--- src/rtl/ap_eval_pkg.sv ---
// ============================================================================
// Module   : ap_eval_pkg
// Brief    : Shared types, widths and partial-product helper for the
//            4x4 approximate-multiplier error evaluator.
// Revision : 1.0 - initial release
// ============================================================================
`default_nettype none

package ap_eval_pkg;

    localparam int OP_W   = 4;
    localparam int PROD_W = 8;
    localparam int NVEC   = 256;
    localparam int PP_W   = OP_W * OP_W;
    localparam int CNT_W  = 9;
    localparam int SUM_W  = 16;
    localparam int BIAS_W = 17;

    typedef enum logic [1:0] {
        ST_IDLE = 2'd0,
        ST_RUN  = 2'd1,
        ST_DONE = 2'd2
    } state_t;

    typedef struct packed {
        logic [OP_W-1:0] a;
        logic [OP_W-1:0] b;
        logic            valid;
    } tag_t;

    // Row i of the partial-product array is operand a gated by bit i of b.
    function automatic logic [PP_W-1:0] pp_gen(input logic [OP_W-1:0] a,
                                               input logic [OP_W-1:0] b);
        logic [PP_W-1:0] pp;
        pp = '0;
        for (int i = 0; i < OP_W; i++) begin
            for (int j = 0; j < OP_W; j++) begin
                pp[OP_W*i+j] = a[j] & b[i];
            end
        end
        return pp;
    endfunction

endpackage

`default_nettype wire

--- src/rtl/ap_err_eval_4b_acc.sv ---
// ============================================================================
// Module   : ap_err_acc
// Brief    : Per-cycle error distance / statistics accumulator fed by the
//            aligned operand tag and the DUT result.
// Revision : 1.0 - initial release
// ============================================================================
`default_nettype none

module ap_err_acc
    import ap_eval_pkg::*;
(
    input  logic                     clk,
    input  logic                     rst_n,
    input  logic                     i_clr,
    input  logic                     i_valid,
    input  logic [OP_W-1:0]          i_a,
    input  logic [OP_W-1:0]          i_b,
    input  logic [PROD_W-1:0]        i_res,
    output logic [CNT_W-1:0]         o_err_cnt,
    output logic [SUM_W-1:0]         o_sum_ed,
    output logic [PROD_W-1:0]        o_max_ed,
    output logic [OP_W-1:0]          o_worst_a,
    output logic [OP_W-1:0]          o_worst_b,
    output logic signed [BIAS_W-1:0] o_bias
);

    logic [PROD_W-1:0]        w_exact;
    logic signed [PROD_W:0]   w_diff;
    logic [PROD_W-1:0]        w_ed;

    logic [CNT_W-1:0]         r_err_cnt_q, w_err_cnt_d;
    logic [SUM_W-1:0]         r_sum_ed_q,  w_sum_ed_d;
    logic [PROD_W-1:0]        r_max_ed_q,  w_max_ed_d;
    logic [OP_W-1:0]          r_worst_a_q, w_worst_a_d;
    logic [OP_W-1:0]          r_worst_b_q, w_worst_b_d;
    logic signed [BIAS_W-1:0] r_bias_q,    w_bias_d;

    // Reference product comes from the tag, never from the DUT.
    assign w_exact = PROD_W'(i_a) * PROD_W'(i_b);
    assign w_diff  = $signed({1'b0, i_res}) - $signed({1'b0, w_exact});
    assign w_ed    = w_diff[PROD_W] ? PROD_W'(-w_diff) : w_diff[PROD_W-1:0];

    always_comb begin
        w_err_cnt_d = r_err_cnt_q;
        w_sum_ed_d  = r_sum_ed_q;
        w_max_ed_d  = r_max_ed_q;
        w_worst_a_d = r_worst_a_q;
        w_worst_b_d = r_worst_b_q;
        w_bias_d    = r_bias_q;
        if (i_clr) begin
            w_err_cnt_d = '0;
            w_sum_ed_d  = '0;
            w_max_ed_d  = '0;
            w_worst_a_d = '0;
            w_worst_b_d = '0;
            w_bias_d    = '0;
        end else if (i_valid) begin
            if (w_ed != '0) begin
                w_err_cnt_d = r_err_cnt_q + CNT_W'(1);
            end
            w_sum_ed_d = r_sum_ed_q + SUM_W'(w_ed);
            w_bias_d   = r_bias_q + BIAS_W'(w_diff);
            // Strict compare: earliest index keeps a tie.
            if (w_ed > r_max_ed_q) begin
                w_max_ed_d  = w_ed;
                w_worst_a_d = i_a;
                w_worst_b_d = i_b;
            end
        end
    end

    always_ff @(posedge clk or negedge rst_n) begin
        if (!rst_n) begin
            r_err_cnt_q <= '0;
            r_sum_ed_q  <= '0;
            r_max_ed_q  <= '0;
            r_worst_a_q <= '0;
            r_worst_b_q <= '0;
            r_bias_q    <= '0;
        end else begin
            r_err_cnt_q <= w_err_cnt_d;
            r_sum_ed_q  <= w_sum_ed_d;
            r_max_ed_q  <= w_max_ed_d;
            r_worst_a_q <= w_worst_a_d;
            r_worst_b_q <= w_worst_b_d;
            r_bias_q    <= w_bias_d;
        end
    end

    assign o_err_cnt = r_err_cnt_q;
    assign o_sum_ed  = r_sum_ed_q;
    assign o_max_ed  = r_max_ed_q;
    assign o_worst_a = r_worst_a_q;
    assign o_worst_b = r_worst_b_q;
    assign o_bias    = r_bias_q;

endmodule

`default_nettype wire

--- src/rtl/ap_err_eval_4b.sv ---
// ============================================================================
// Module   : ap_err_eval_4b
// Brief    : Exhaustive 256-vector error evaluator for a 4x4 approximate
//            multiplier compressor tree (FSM, issue counter, tag pipeline).
// Revision : 1.0 - initial release
// ============================================================================
`default_nettype none

module ap_err_eval_4b
    import ap_eval_pkg::*;
#(
    parameter int DUT_LAT = 0
) (
    input  logic                clk,
    input  logic                rst_n,
    input  logic                start,
    output logic [PP_W-1:0]     pp,
    input  logic [PROD_W-1:0]   res,
    output logic                busy,
    output logic                done,
    output logic [CNT_W-1:0]    err_cnt,
    output logic [SUM_W-1:0]    sum_ed,
    output logic [PROD_W-1:0]   max_ed,
    output logic [OP_W-1:0]     worst_a,
    output logic [OP_W-1:0]     worst_b,
    output logic [BIAS_W-1:0]   bias
);

    localparam logic [CNT_W-1:0] C_CNT_END = CNT_W'(NVEC);

    state_t            r_state_q, w_state_d;
    logic [CNT_W-1:0]  r_cnt_q,   w_cnt_d;
    logic [PP_W-1:0]   r_pp_q,    w_pp_d;
    tag_t              r_tag_q,   w_tag_d;
    tag_t              w_aligned;
    logic              w_start_ok;
    logic              w_last;
    logic              w_acc_valid;
    logic signed [BIAS_W-1:0] w_bias;

    assign w_start_ok  = start && ((r_state_q == ST_IDLE) || (r_state_q == ST_DONE));
    assign w_last      = w_aligned.valid && (&w_aligned.a) && (&w_aligned.b);
    assign w_acc_valid = (r_state_q == ST_RUN) && w_aligned.valid;

    always_comb begin
        w_state_d = r_state_q;
        w_cnt_d   = r_cnt_q;
        w_pp_d    = '0;
        w_tag_d   = '0;
        case (r_state_q)
            ST_IDLE, ST_DONE: begin
                if (start) begin
                    w_state_d     = ST_RUN;
                    w_cnt_d       = CNT_W'(1);
                    w_pp_d        = pp_gen('0, '0);
                    w_tag_d.valid = 1'b1;
                end
            end
            ST_RUN: begin
                if (r_cnt_q != C_CNT_END) begin
                    w_pp_d        = pp_gen(r_cnt_q[OP_W-1:0], r_cnt_q[2*OP_W-1:OP_W]);
                    w_tag_d.a     = r_cnt_q[OP_W-1:0];
                    w_tag_d.b     = r_cnt_q[2*OP_W-1:OP_W];
                    w_tag_d.valid = 1'b1;
                    w_cnt_d       = r_cnt_q + CNT_W'(1);
                end
                // Leave RUN on the edge that accumulates vector 255.
                if (w_last) begin
                    w_state_d = ST_DONE;
                end
            end
            default: begin
                w_state_d = ST_IDLE;
            end
        endcase
    end

    always_ff @(posedge clk or negedge rst_n) begin
        if (!rst_n) begin
            r_state_q <= ST_IDLE;
            r_cnt_q   <= '0;
            r_pp_q    <= '0;
            r_tag_q   <= '0;
        end else begin
            r_state_q <= w_state_d;
            r_cnt_q   <= w_cnt_d;
            r_pp_q    <= w_pp_d;
            r_tag_q   <= w_tag_d;
        end
    end

    // Tag delay line matching the DUT register depth.
    generate
        if (DUT_LAT == 0) begin : g_no_pipe
            assign w_aligned = r_tag_q;
        end else begin : g_pipe
            tag_t r_pipe_q [DUT_LAT];
            tag_t w_pipe_d [DUT_LAT];

            always_comb begin
                w_pipe_d[0] = r_tag_q;
                for (int i = 1; i < DUT_LAT; i++) begin
                    w_pipe_d[i] = r_pipe_q[i-1];
                end
            end

            always_ff @(posedge clk or negedge rst_n) begin
                if (!rst_n) begin
                    for (int i = 0; i < DUT_LAT; i++) begin
                        r_pipe_q[i] <= '0;
                    end
                end else begin
                    r_pipe_q <= w_pipe_d;
                end
            end

            assign w_aligned = r_pipe_q[DUT_LAT-1];
        end
    endgenerate

    ap_err_acc u_acc (
        .clk       (clk),
        .rst_n     (rst_n),
        .i_clr     (w_start_ok),
        .i_valid   (w_acc_valid),
        .i_a       (w_aligned.a),
        .i_b       (w_aligned.b),
        .i_res     (res),
        .o_err_cnt (err_cnt),
        .o_sum_ed  (sum_ed),
        .o_max_ed  (max_ed),
        .o_worst_a (worst_a),
        .o_worst_b (worst_b),
        .o_bias    (w_bias)
    );

    assign bias = w_bias;
    assign pp   = r_pp_q;
    assign busy = (r_state_q == ST_RUN);
    assign done = (r_state_q == ST_DONE);

endmodule

`default_nettype wire

--- config.mk ---
export PLATFORM = sky130hd
export DESIGN_NAME = ap_err_eval_4b
export DESIGN_NICKNAME = d
export VERILOG_FILES = /design/src/rtl/ap_eval_pkg.sv /design/src/rtl/ap_err_eval_4b_acc.sv /design/src/rtl/ap_err_eval_4b.sv
export SDC_FILE = /design/constraint.sdc
export NUM_CORES = 1
export LEC_CHECK = 0
export BUFFER_PORTS_ARGS = -buffer_cell sky130_fd_sc_hd__buf_4
export CORE_AREA = 2 2 110 112
export CTS_CLUSTER_DIAMETER = 50
export DETAILED_ROUTE_END_ITERATION = 7
export DIE_AREA = 0 0 112 114
export GPL_TIMING_DRIVEN = 0
export PLACE_DENSITY = 0.76
export SYNTH_ARGS = -nofsm -noshare
export SYNTH_HDL_FRONTEND = slang
export SYNTH_SLANG_ARGS = --single-unit
--- constraint.sdc ---
create_clock -name clk -period 6.8 [get_ports clk]
set_input_delay 2.04 -clock clk [delete_from_list [all_inputs] [get_ports clk]]
set_output_delay 2.04 -clock clk [all_outputs]
set_load 0.005 [all_outputs]
==> results.toml <==
[outcome]
status = "finished, final reports clean"

[sta]
maxSlewHeadroom_pct = 21.33
hold_viol_final = 0
layout_setup_ws_ps = 288.7
drv_slew = 0
fin_setup_tns_ps = 0
post-route-period-util_pct = 95.75
finClkSkew_ps = 9.499
finalSetupViolations = 0
fin_crit_ps = 6511
tightest_slew_ps = 1180
max_freq_mhz = 153.6

[detailed_routing]
first_iter_violations = 342
routed_via_density = 5.808
drc_errors = 0
vias = 5419
wirelength_mm = 15.39
ant_nets = 0
wl_per_cell_um = 16.50
drt_first_pass_iters = 5

[job]
maxCapViolations = 0

[clocking]
cts_tree = "yes"
cts_buffer_depth = 2
path_clk_slew_ps = 70
clkLatencyLatePin_ps = 350
cts-root-buf = "clkbuf_16"
cts-buffers-inserted = 9
htreeDepth = 3
cts_sinks = 94
cts_hold_buf = 0

[place]
gp_congestion = 0.9047
hpwl_mm = 11.54
postPlaceCellArea_um2 = 7099
place_inst = 916
post-place-ws_ps = -878.9
io_buffers = 86

[floorplan]
rows = 40
start_util_pct = 53.54
die_h_um = 114
io_pins = 87
die_w_um = 112
core_um2 = 11710
dieArea_um2 = 12770

[logic_synthesis]
synth_cell_types = 65
synth_flop_cell = "dfrtp_1"
syn_avg_cell_area_um2 = 9.180
syn_area_um2 = 6270
yosys_warnings = 0
ys_seq_area_share_pct = 37.52
synth_cells = 683
synth_edf_count = 0
synth_fp_nets = 759
async_reset_ff_share_pct = 100.0
yosys_register_bits = 94

[grt]
grt_pass1_wl_mm = 25.10
grt-ovfl-total = 0
grtUsageTotal_pct = 24.34
grt_max_degree = 95
grt_pass1_vias = 5263
grt_antenna_before_repair = 0

[min_path]
hold_class = "flip-flop to flip-flop"
hold_depth = 1

[critical_path]
reg2regPathDepth = 20
cp-end-kind = "flip-flop"
critPathLaunchType = "input pin"
critPathMaxFanout = 20
cp.required_ps = 7040
crit_type = "input pin to flip-flop"
cp.arrival_ps = 6750

[layout]
finish.instance_area_um2 = 7492
drive_gt1_share_pct = 16.67
area_growth_pct = 19.50
fin_nets = 857
diodes = 0
finalNonFillerCells = 933
## area by class of cell
type	count	area, um^2
fillers	957	4219
flip-flops and latches	94	2352
repair buffers	88	673.1
inverters	66	252.7
well taps	147	183.9
plain buffers	23	118.9
clock buffers	9	225.2
clock inverters	7	77.57
multi-input cells	499	3608
## cell usage after synthesis, types with 11 or more instances
cell | count | area, um^2
a21oi_1 | 33 | 165.2
and2_1 | 12 | 75.07
and3_1 | 29 | 181.4
clkbuf_1 | 19 | 71.32
dfrtp_1 | 94 | 2352
fa_1 | 11 | 220.2
ha_1 | 54 | 675.7
inv_1 | 64 | 240.2
mux2i_1 | 17 | 170.2
nand2_1 | 59 | 221.5
nand3_1 | 37 | 185.2
nor2_1 | 58 | 217.7
o21ai_0 | 34 | 170.2
o31ai_1 | 11 | 82.58
xnor2_1 | 20 | 175.2
xor2_1 | 12 | 105.1
## state kept, by name (all words and copies together) (netlist names)
name,count
pp,16
r_tag_q,9
u_acc.o_err_cnt,9
u_acc.o_worst_b,4
u_acc.o_worst_a,4
u_acc.o_bias,17
u_acc.o_sum_ed,16
r_state_q,2
u_acc.o_max_ed,8
r_cnt_q,9
## through the flow
stage,util (%),hold slack (ps)
finish,63.97,499.4
global route,63.97,539.1
CTS,63.29,504.6
detailed placement,60.62,495.6
global placement,60.62,489.8
floorplan,-,481.8
## metal layers
metal	vias up	share of wire, %	GRT usage [%]
li1	2577	-	-
met1	2616	43	31.83
met2	198	49	41.74
met3	28	6.0	4.463
met4	0	2.3	7.154
met5	-	0	0
## cells by family (layout without fill, tap and decap cells)
kind of cell	after synthesis	in the layout	synth area share, %
compound gates	136	136	14.19
xor+xnor	34	34	4.989
fa+ha+maj	66	66	14.47
buf+inv	90	193	5.907
flops	94	94	37.52
mux	22	22	3.852
simple gates	241	241	19.08
## critical path: stages
cell and delay (ps):
buf_4 140, inv_1 110, ha_1 160, inv_1 50, fa_1 500, inv_1 70
fa_1 450, nand2b_1 210, a21oi_4 210, o21ai_2 120, xnor2_4 160, buf_12 150
inv_6 140, nand2_1 120, xnor2_2 190, ha_1 310, nand3_1 100, nor2_1 140
o31a_1 150, o22ai_1 90, maj3_2 310, o32a_1 360, buf_6 160, mux2_4 290
## cells in the final DEF, fill, tap and decap left out, types with 3 or more instances in the layout
cell type / count
a211oi_1: 5
a21o_1: 9
a21oi_1: 32
a31oi_1: 9
a41o_1: 4
and2_1: 12
and3_1: 29
buf_4: 87
clkbuf_1: 18
clkbuf_16: 9
dfrtp_1: 94
fa_1: 11
ha_1: 54
inv_1: 64
inv_6: 5
mux2_4: 4
mux2i_1: 16
nand2_1: 59
nand2b_1: 9
nand3_1: 37
nand4_1: 4
nor2_1: 58
nor2b_1: 7
nor3_1: 5
nor4_1: 3
o21a_1: 4
o21ai_0: 34
o21ai_1: 3
o31ai_1: 11
or3_1: 3
or4_1: 4
xnor2_1: 17
xnor2_2: 3
xor2_1: 12
## final timing paths
check	end	slack, ps	from
max	u_acc.o_max_ed[3]$_DFFE_PN0P_	290	res[2]
min	u_acc.o_sum_ed[10]$_DFFE_PN0P_	500	u_acc.o_sum_ed[10]$_DFFE_PN0P_
max reg2reg	u_acc.o_max_ed[3]$_DFFE_PN0P_	1200	r_tag_q[3]$_DFF_PN0_
min reg2reg	u_acc.o_sum_ed[10]$_DFFE_PN0P_	500	u_acc.o_sum_ed[10]$_DFFE_PN0P_
max in group asynchronous	r_cnt_q[7]$_DFFE_PN0P_	4100	rst_n
min in group asynchronous	u_acc.o_max_ed[0]$_DFFE_PN0P_	1900	rst_n
## what timing repair did
action | 4_1_cts | 5_1_grt
setup endpoints to repair | 27 | 25
resized for setup | 2 | 9
setup buffers | 0 | 2
pin swaps | 0 | 2
Power is not shown: default switching activity piles up to over one toggle a cycle in this logic, so the estimate is an artifact.
